===== src/rtl/counter_arbiter.sv =====
// rtl/counter_arbiter.sv - round-robin job controller sharing one counter4bit between two requesters
// Outputs are flopped from the next-state decode, so they are a pure function of the registered state.
module counter_arbiter #(
  parameter int WIDTH   = 4,
  parameter int SAT_MAX = 11
) (
  input  logic             clk,
  input  logic             reset,
  input  logic [1:0]       req,
  input  logic [WIDTH-1:0] len0,
  input  logic [WIDTH-1:0] len1,
  input  logic [1:0]       sat,
  input  logic [WIDTH-1:0] cnt_val,
  output logic             cnt_rst,
  output logic             cnt_sat,
  output logic [1:0]       gnt,
  output logic [1:0]       done,
  output logic             busy
);

  typedef enum logic [1:0] {
    IDLE = 2'd0,
    RUN  = 2'd1,
    DONE = 2'd2
  } state_t;

  localparam logic [WIDTH-1:0] SAT_LIM = WIDTH'(SAT_MAX);

  state_t           state, state_nx;
  logic             owner, owner_nx;
  logic             mode, mode_nx;
  logic             rr, rr_nx;
  logic [WIDTH-1:0] target, target_nx;

  logic             win;
  logic [WIDTH-1:0] len_sel;

  logic             cnt_rst_nx, cnt_sat_nx, busy_nx;
  logic [1:0]       gnt_nx, done_nx;

  // rr only breaks ties; a lone requester always wins
  always_comb begin
    win     = (req == 2'b11) ? rr : req[1];
    len_sel = win ? len1 : len0;
  end

  always_comb begin
    state_nx  = state;
    owner_nx  = owner;
    mode_nx   = mode;
    rr_nx     = rr;
    target_nx = target;
    case (state)
      IDLE: begin
        if (|req) begin
          owner_nx  = win;
          mode_nx   = sat[win];
          target_nx = (sat[win] && (len_sel > SAT_LIM)) ? SAT_LIM : len_sel;
          state_nx  = RUN;
        end
      end
      RUN: begin
        // an owner dropping req is an abort and wins over a same-cycle match
        if (!req[owner]) begin
          rr_nx    = ~owner;
          state_nx = IDLE;
        end else if (cnt_val == target) begin
          state_nx = DONE;
        end
      end
      DONE: begin
        rr_nx    = ~owner;
        state_nx = IDLE;
      end
      default: state_nx = IDLE;
    endcase
  end

  always_comb begin
    cnt_rst_nx = 1'b1;
    cnt_sat_nx = 1'b0;
    gnt_nx     = 2'b00;
    done_nx    = 2'b00;
    busy_nx    = 1'b0;
    case (state_nx)
      RUN: begin
        cnt_rst_nx = 1'b0;
        cnt_sat_nx = mode_nx;
        gnt_nx     = owner_nx ? 2'b10 : 2'b01;
        busy_nx    = 1'b1;
      end
      DONE: begin
        gnt_nx  = owner_nx ? 2'b10 : 2'b01;
        done_nx = owner_nx ? 2'b10 : 2'b01;
        busy_nx = 1'b1;
      end
      default: ;
    endcase
  end

  always_ff @(posedge clk or negedge reset) begin
    if (!reset) begin
      state   <= IDLE;
      owner   <= 1'b0;
      mode    <= 1'b0;
      rr      <= 1'b0;
      target  <= '0;
      cnt_rst <= 1'b1;
      cnt_sat <= 1'b0;
      gnt     <= 2'b00;
      done    <= 2'b00;
      busy    <= 1'b0;
    end else begin
      state   <= state_nx;
      owner   <= owner_nx;
      mode    <= mode_nx;
      rr      <= rr_nx;
      target  <= target_nx;
      cnt_rst <= cnt_rst_nx;
      cnt_sat <= cnt_sat_nx;
      gnt     <= gnt_nx;
      done    <= done_nx;
      busy    <= busy_nx;
    end
  end

endmodule


===== config.mk =====
export PLATFORM = sky130hd
export DESIGN_NAME = counter_arbiter
export DESIGN_NICKNAME = d
export VERILOG_FILES = /design/src/rtl/counter_arbiter.sv
export SDC_FILE = /design/constraint.sdc
export NUM_CORES = 1
export LEC_CHECK = 0
export CAP_MARGIN = 20
export CORE_MARGIN = 5
export CORE_UTILIZATION = 40
export DETAILED_ROUTE_END_ITERATION = 7
export PLACE_DENSITY = 0.74
export SLEW_MARGIN = 0
export SYNTH_ARGS = -nofsm -noshare
export SYNTH_HDL_FRONTEND = slang
export SYNTH_SLANG_ARGS = --single-unit

===== constraint.sdc =====
create_clock -name clk -period 1.6 [get_ports clk]
set_input_delay 0.48 -clock clk [delete_from_list [all_inputs] [get_ports clk]]
set_output_delay 0.48 -clock clk [all_outputs]
set_load 0.01 [all_outputs]

==> results of run 1 <==
[cell usage after synthesis, types with 2 or more instances]
master   count  area (sq um)
nand3_1      3         15.01
nand2_1      8         30.03
xor2_1       4         35.03
nor2_1       9         33.78
ha_1         2         25.02
dfrtp_1     15         375.4
and3_1       2         12.51
inv_1        4         15.01
o21a_1       2         15.01
and2_1       2         12.51
a21oi_1      5         25.02
nor2b_1      2         12.51
o21ai_0      4         20.02
a31oi_1      3         18.77
mux2i_1      2         20.02
[layout by cell type, fill, tap and decap left out, types with 3 or more instances in the layout]
cell type / count
o21ai_0: 3
clkbuf_4: 3
buf_4: 12
a31oi_1: 3
dlygate4sd2_1: 12
nand3_1: 3
a21oi_1: 5
nor2_1: 9
dfrtp_1: 15
nand2_1: 8
clkdlybuf4s50_1: 11
xor2_1: 3
[area by class of cell]
cell class / instances / area [sq um] / share of cell area (%)
Sequential cell: 16 / 401.6 / 33.40
Multi-Input combinational cell: 57 / 400.4 / 33.30
Timing Repair Buffer: 36 / 315.3 / 26.22
Clock buffer: 4 / 36.28 / 3.018
Tap cell: 27 / 33.78 / 2.810
Inverter: 4 / 15.01 / 1.249
[cell families (layout without fill, tap and decap cells)]
group / count (synthesis) / after routing / synth area share (%)
and+or+nand+nor: 31 / 31 / 19.61
AOI/OAI and AO/OA: 18 / 18 / 15.11
DFF: 16 / 16 / 51.61
buffers and inverters: 5 / 44 / 3.376
xor gates and xnor gates: 4 / 4 / 4.501
adders and majority gates: 2 / 2 / 3.215
muxes: 2 / 2 / 2.572
[path summary, 6_finish.rpt]
kind | endpoint | from | cells past startpoint
worst min register to register | mode | mode | 2
worst min-delay path | cnt_sat | reset | 1
min in group clk | mode | mode | 2
max in group asynchronous | state[0] | reset | 2
worst max register to register | gnt[1] | target[2] | 7
worst max-delay path | gnt[1] | cnt_val[3] | 8
[flip-flops by register name, summed over array words and instances, names as in the netlist]
name,count
busy,1
done,2
cnt_sat,1
owner,1
state,2
cnt_rst,1
mode,1
gnt,2
rr,1
target,4
[power breakdown]
group | switching (W) | leakage [nW] | internal [W]
clock network | 0.000122 | 0.0210 | 0.000139
logic | 0.000402 | 0.344 | 0.000427
registers | 0.000106 | 0.191 | 0.000578
total | 0.000630 | 0.556 | 0.00114
[stage by stage]
stage,setup WS (ps),utilization [%],cells,TNS [ps]
final,-100.9,63.22,144,-333.9
after global routing,-222.1,63.22,144,-1122
after CTS,-74.39,62.50,144,-93.98
after detailed placement,-562.7,59.41,139,-5221
after global placement,-531.7,59.41,139,-4921
after floorplan,-5.818,-,78,-5.818
[worst max-delay path: cells and delay by family]
kind / cells / cell delay, ps
buffers and inverters: 3 / 470
adders and majority gates: 1 / 210
xor gates and xnor gates: 1 / 160
and+or+nand+nor: 2 / 470
AOI/OAI and AO/OA: 1 / 150
[layer usage]
metal  GRT usage, %  vias to the layer above  wire [um]
li1               -                      344          -
met1          16.87                      341        785
met2          24.40                       12        995
met3          4.155                        2         71
met4          3.734                        0         17
met5              0                        -          0
[repair_timing]
item,CTS,global route
setup buffers,1,0
resized for setup,22,3
pin swaps,6,3
setup endpoints to repair,17,7
==> impl_metrics.ini, run 1 <==
[status]
status = finished, violations left
violations = negative setup slack

[timing]
fmaxAchievable_mhz = 587.9
worst_hold_slack_ps = 417.4
tightest_slew_ps = 312.5
min_period_ps = 1701
layout_setup_ws_ps = -100.9
setup_viol = 4
rsz0062_at_grt = yes
slew_headroom_pct = 79.00
hold_viol_final = 0
fin_skew_ps = 2.548
slew_violations = 0
fin_crit_sh_pct = 106.3

[cts]
clock_path_buffers = 2
clkTransAtPathRegs_ps = 90
clock-sinks = 16
htreeDepth = 1
tritoncts = done
numCtsBuffers = 3
cts_root_buf = clkbuf_4
hold_buffers = 0
clkLatencyLatePin_ps = 280

[synth]
async_reset_ff_share_pct = 100.0
ys_warn_count = 0
synth-main-ff-cell = dfrtp_1
synth.distinct_cells = 26
synth_edf_count = 0
yosysSeqAreaShare_pct = 51.61
post_synth.cell_area_avg_sq_um = 9.978
syn_area_sq_um = 778.2
syn_nets = 98
synth-seq-cells = 16
synth_cells = 78

[grt]
antenna_found_initial = 0
grt-ovfl-total = 0
grt_pass1_wl_um = 2932
grtUsageTotal_pct = 14.08
grt_pass1_vias = 688
grt_max_degree = 12

[place]
port_buffers = 24
dpl_cell_area_sq_mm = 0.001130
dp_hpwl_um = 1462
gp_congestion = 0.7408

[die]
die_area_sq_mm = 0.002928
die_w_um = 54.11
core_sq_mm = 0.001902
ios = 25
die_height_um = 54.11
start_util_pct = 40.92
core.rowCount = 16

[worst_setup_path]
cp_slowest_cell = nor4_2
cp_max_fo = 2
path_cells = dlygate4sd2_1, xor2_1, nor4_2, buf_4, o21a_1, ha_4, inv_2, and2_1
crit_arrival_ps = 1930
crit_required_ps = 1830
cp-end-kind = register
critPathKind = in -> reg
critPathLaunchType = primary input
critPathMaxStageDelay_ps = 360
r2r_setup_slack_ps = -60

[flow_run]
maxCapViolations = 0

[pwr]
p_leak_nw = 0.5564
power.total_w = 0.001773
peakVddDrop_mv = 1.183
p_per_area_mw_per_mm2 = 1475

[drt]
vias_per_cell = 4.854
wire_per_inst_um = 12.98
drt_wl_total_um = 1869
drtPass1Iterations = 4
final_antenna_net_count = 0
drc = 0
vias = 699
drtIter0Drc = 13

[finish]
fin_area_sq_mm = 0.001202
area_growth_pct = 54.50
drive_gt1_share_pct = 26.50
fillerInstances = 144
antennaDiodeCount = 0
finish.net_count = 138

[worst_hold_path]
hold_class = in -> async
Note: power is estimated with default switching activity, not from simulation.
==> run 2: changes to the inputs <==
--- a/config.mk
+++ b/config.mk
@@ -8,8 +8,9 @@
 export CAP_MARGIN = 20
 export CORE_MARGIN = 5
 export CORE_UTILIZATION = 40
+export CTS_CLUSTER_DIAMETER = 30
 export DETAILED_ROUTE_END_ITERATION = 7
-export PLACE_DENSITY = 0.74
+export PLACE_DENSITY_LB_ADDON = 0.08
 export SLEW_MARGIN = 0
 export SYNTH_ARGS = -nofsm -noshare
 export SYNTH_HDL_FRONTEND = slang
==> impl_metrics.ini, run 2 (synthesis results as in run 1) <==
[die]
die_w_um = 54.11
start_util_pct = 40.92
die_height_um = 54.11
ios = 25
die_area_sq_mm = 0.002928
core.rowCount = 16
core_sq_mm = 0.001902

[drt]
drt_wl_total_um = 1827
drtIter0Drc = 2
drtPass1Iterations = 3
final_antenna_net_count = 0
drc = 0
vias = 694
vias_per_cell = 4.819
wire_per_inst_um = 12.69

[pwr]
p_leak_nw = 0.5590
combPwrFrac_pct = 48.2
p_seq_share_pct = 37.3
peakVddDrop_mv = 1.023
switching_share_pct = 35.90
p_per_area_mw_per_mm2 = 1499
netSwitchingPower_w = 0.0006612
pwr-share-clk_pct = 14.5
internal_power_w = 0.001180

[cts]
htreeDepth = 1
hold_buffers = 0
numCtsBuffers = 3
clock_path_buffers = 2
clock-sinks = 16
clkTransAtPathRegs_ps = 90
cts_root_buf = clkbuf_4
clkLatencyLatePin_ps = 290
tritoncts = done

[timing]
slew_violations = 0
slew_headroom_pct = 81.09
layout_setup_ws_ps = -6.166
fin_skew_ps = 4.468
setup_viol = 1
fin_crit_sh_pct = 100.4
setup_tns_ps = -6.166
rsz0062_at_grt = yes
tightest_slew_ps = 281.5
min_period_ps = 1606
hold_viol_final = 0
fmaxAchievable_mhz = 622.6

[worst_setup_path]
crit_required_ps = 1830
critPathLaunchType = primary input
cp-end-kind = register
cp_max_fo = 3
reg2reg_depth = 6
crit_arrival_ps = 1840
critPathKind = in -> reg

[status]
violations = negative setup slack
status = finished, violations left

[finish]
antennaDiodeCount = 0
stdcell_count = 144
layout.cells.most_common = dfrtp_1
largest_register = target
seqCellArea_sq_um = 401.6
final_cell_mix = dfrtp_1 (15), buf_4 (12), clkdlybuf4s50_1 (11)
fin_area_sq_mm = 0.001229
drive_gt1_share_pct = 27.35
multi_input_area_sq_um = 424.2
area_growth_pct = 57.88
finish.net_count = 138
fillerInstances = 158
largest_reg_flops = 4

[place]
port_buffers = 24
dp_hpwl_um = 1367
dpl_cell_area_sq_mm = 0.001107
gp_congestion = 0.8507
placed_cells = 136
dp_slack_ps = -539.1

[worst_hold_path]
hold_class = in -> async

[grt]
antenna_found_initial = 0
grt-ovfl-total = 0
grtUsageTotal_pct = 14.35
grt_pass1_vias = 670
grt_pass1_wl_um = 2898
grt_max_degree = 17

[flow_run]
maxCapViolations = 0
[run 2: power groups by stage]
stage / Combinational, W / Sequential [W] / Clock [W]
after floorplan: 0.000415 / 0.000700 / 0
after global placement: 0.000760 / 0.000693 / 0
after detailed placement: 0.000768 / 0.000692 / 0
after CTS: 0.000876 / 0.000686 / 0.000274
after global routing: 0.000976 / 0.000709 / 0.000301
final: 0.000888 / 0.000687 / 0.000266
[run 2: per-stage QoR]
| stage | hold WS (ps) | power (W) | util (%) |
|---|---|---|---|
| 2_1_floorplan | 184.4 | 0.001115 | - |
| 3_3_place_gp | 478.5 | 0.001453 | 58.22 |
| 3_5_place_dp | 487.5 | 0.001460 | 58.22 |
| 4_1_cts | 501.1 | 0.001837 | 63.55 |
| 5_1_grt | 493.1 | 0.001987 | 64.61 |
| 6_report | 497.6 | 0.001842 | 64.61 |
[run 2: path summary, 6_finish.rpt]
check / from / slack [ps] / end
max reg2reg: target[3] / 20 / gnt[1]
max in group asynchronous: reset / 860 / cnt_rst
min reg2reg: mode / 520 / mode
max: cnt_val[2] / -6 / gnt[1]
min in group clk: mode / 520 / mode
min: reset / 500 / target[0]
[run 2: worst max-delay path, stage by stage]
cell	delay, ps
dlygate4sd2_1	240
xor2_1	180
nor4_4	330
and3_4	260
ha_4	200
inv_2	40
and2_1	100
[run 2: routing by layer]
metal	GRT usage, %	part of all wire, %
met1	17.32	45
met2	22.58	46
met3	4.709	6.6
met4	7.469	2.1
met5	0	0
[run 2: area by class of cell]
class,instances,area share [%]
Inverter,4,1.222
Timing Repair Buffer,36,25.87
Sequential cell,16,32.69
Multi-Input combinational cell,57,34.52
Tap cell,27,2.749
Clock buffer,4,2.953
[run 2: what timing repair did]
| item | CTS | global route |
|---|---|---|
| gates resized for setup | 25 | 5 |
| setup endpoints to repair | 14 | 6 |
| pin swaps | 9 | 5 |
| buffers inserted | 4 | 0 |
==> run 3: changes to the inputs <==
--- a/config.mk
+++ b/config.mk
@@ -5,11 +5,13 @@
 export SDC_FILE = /design/constraint.sdc
 export NUM_CORES = 1
 export LEC_CHECK = 0
+export ABC_AREA = 1
 export CAP_MARGIN = 20
 export CORE_MARGIN = 5
-export CORE_UTILIZATION = 40
+export CORE_UTILIZATION = 44
 export CTS_CLUSTER_DIAMETER = 30
 export DETAILED_ROUTE_END_ITERATION = 7
+export GPL_ROUTABILITY_DRIVEN = 0
 export PLACE_DENSITY_LB_ADDON = 0.08
 export SLEW_MARGIN = 0
 export SYNTH_ARGS = -nofsm -noshare
==> constraint.sdc (replaced) <==
create_clock -name clk -period 1.5 [get_ports clk]
set_input_delay 0.45 -clock clk [delete_from_list [all_inputs] [get_ports clk]]
set_output_delay 0.45 -clock clk [all_outputs]
set_load 0.01 [all_outputs]
==> impl_metrics.ini, run 3 <==
[synth]
syn_nets = 113
synth.distinct_cells = 20
synth-compound-area-share_pct = 7.886
synthAdderAreaFrac_pct = 3.155
synth_xor_area_share_pct = 4.416
netlist_top_cells_count = inv_1 (16), nand2_1 (16), dfrtp_1 (15), nor2_1 (15), nand3_1 (6)
synth-seq-cells = 16
yosysSeqAreaShare_pct = 50.63
synth_top_area_share_pct = 47.32
post_synth.cell_area_avg_sq_um = 8.530
synth_top_family_by_area = simple AND/OR/NAND/NOR gates
synth-main-ff-cell = dfrtp_1
muxShareOfSynthArea_pct = 0
synth_edf_count = 0
syn_area_sq_um = 793.3
synth-simple-area-share_pct = 25.39
ys_warn_count = 0
netlist_top_cells_area = dfrtp_1 (47%), inv_1 (7.6%), nand2_1 (7.6%)
synth_top_area_cell = dfrtp_1
async_reset_ff_share_pct = 100.0
synth_cells = 93

[status]
status = completed

[worst_setup_path]
crit_arrival_ps = 1630
endpoint = cnt_sat
crit_required_ps = 1680
reg2reg_from = target[3]
r2r_end = cnt_sat
cp-end-kind = register
r2r_setup_slack_ps = 60
cp_max_fo = 2
critPathLaunchType = primary input
reg2reg_depth = 9
cp-startpoint = cnt_val[2]
critPathKind = in -> reg

[drt]
wire_per_inst_um = 10.70
vias = 703
vias_per_cell = 4.478
drtPass1Iterations = 4
drtIter0Drc = 1
drt_wl_total_um = 1680
drc = 0
final_antenna_net_count = 0

[die]
die_w_um = 52.46
core.rowCount = 15
core_sq_mm = 0.001727
ios = 25
die_area_sq_mm = 0.002752
die_height_um = 52.46
start_util_pct = 45.94

[cts]
numCtsBuffers = 3
clock-sinks = 16
clock_path_buffers = 2
cts_root_buf = clkbuf_4
clkTransAtPathRegs_ps = 90
clkLatencyLatePin_ps = 280
htreeDepth = 1
tritoncts = done

[timing]
fmaxAchievable_mhz = 689.4
rsz0062_at_grt = yes
setup_viol = 0
tightest_slew_ps = 284.6
fin_crit_sh_pct = 96.71
slew_violations = 0
hold_viol_final = 0
slew_headroom_pct = 81.03
min_period_ps = 1451
fin_skew_ps = 5.101

[place]
dp_hpwl_um = 1320
port_buffers = 24
dpl_cell_area_sq_mm = 0.001140
placed_cells = 152

[grt]
grtUsageTotal_pct = 15.10
use_met1_pct = 19.21
grt_pass1_wl_um = 3105
grt_max_degree = 17
use_met3_pct = 3.134
grt_pass1_vias = 745
antenna_found_initial = 0
grt-ovfl-total = 0
busiest_layer = met2
met2_usage_pct = 24.59

[finish]
fillerInstances = 153
post-route-util_pct = 68.91
drive_gt1_share_pct = 25.00
stdcell_count = 157
fin_area_sq_mm = 0.001190
largest_reg_flops = 4
largest_register = target
area_growth_pct = 50.00
antennaDiodeCount = 0
finish.net_count = 153
final_cell_mix = nand2_1 (15), dfrtp_1 (15), inv_1 (14)

[pwr]
p_per_area_mw_per_mm2 = 1620
power.total_w = 0.001928
p_leak_nw = 0.6239
peakVddDrop_mv = 1.011

[flow_run]
maxCapViolations = 0

[worst_hold_path]
hold_class = in -> async
[run 3: cell families after synthesis]
family	count (synthesis)
fa+ha+maj	2
compound gates	10
xor+xnor	4
buf+inv	18
flops	16
simple gates	43
[run 3: cell type report]
cell class | count | area [sq um] | area share (%)
Inverter | 18 | 67.56 | 5.678
Sequential cell | 16 | 401.6 | 33.75
Timing Repair Buffer | 35 | 306.5 | 25.76
Tap cell | 25 | 31.28 | 2.629
Clock buffer | 4 | 36.28 | 3.049
Multi-Input combinational cell | 59 | 346.6 | 29.13
[run 3: through the flow]
stage	TNS [ps]	setup slack (ps)	hold slack (ps)
finish	0	49.38	471.4
global route	-13.29	-13.29	480.9
CTS	0	7.980	477.7
detailed placement	-5204	-516.7	486.3
global placement	-4704	-445.6	485.6
floorplan	0	88.76	154.4
[run 3: how the worst min path moves through the flow]
stage	start	end	cells after the start
4_1_cts	reset	target[0]	2
3_5_place_dp	target[2]	target[2]	2
3_3_place_gp	target[2]	target[2]	2
2_1_floorplan	reset	busy	0
6_report	reset	target[0]	2
5_1_grt	reset	target[2]	2
[run 3: critical path: stages]
cell and delay (ps):
dlygate4sd2_1 240, xor2_1 150, nor2_1 160, nand2_1 80, nand2_1 80, nand2_2 70
buf_6 120, ha_2 170, inv_2 60, nor2_1 40
[run 3: where the power goes]
group	internal [W]	total [W]	switching (W)
Sequential	0.000615	0.000686	0.0000701
Clock	0.000148	0.000280	0.000132
Combinational	0.000438	0.000962	0.000525
[run 3: per-layer routing]
metal,vias up,routed length (um)
met4,0,39
met2,17,851
met3,6,92
met5,-,0
met1,319,698
li1,361,-
[run 3: what timing repair did]
item / in CTS / in global routing
gates resized for setup: 20 / 3
pin swaps: 6 / 4
cloned: 0 / 0
hold buffers: 0 / 0
setup endpoints to repair: 17 / 7
buffers inserted: 0 / 1
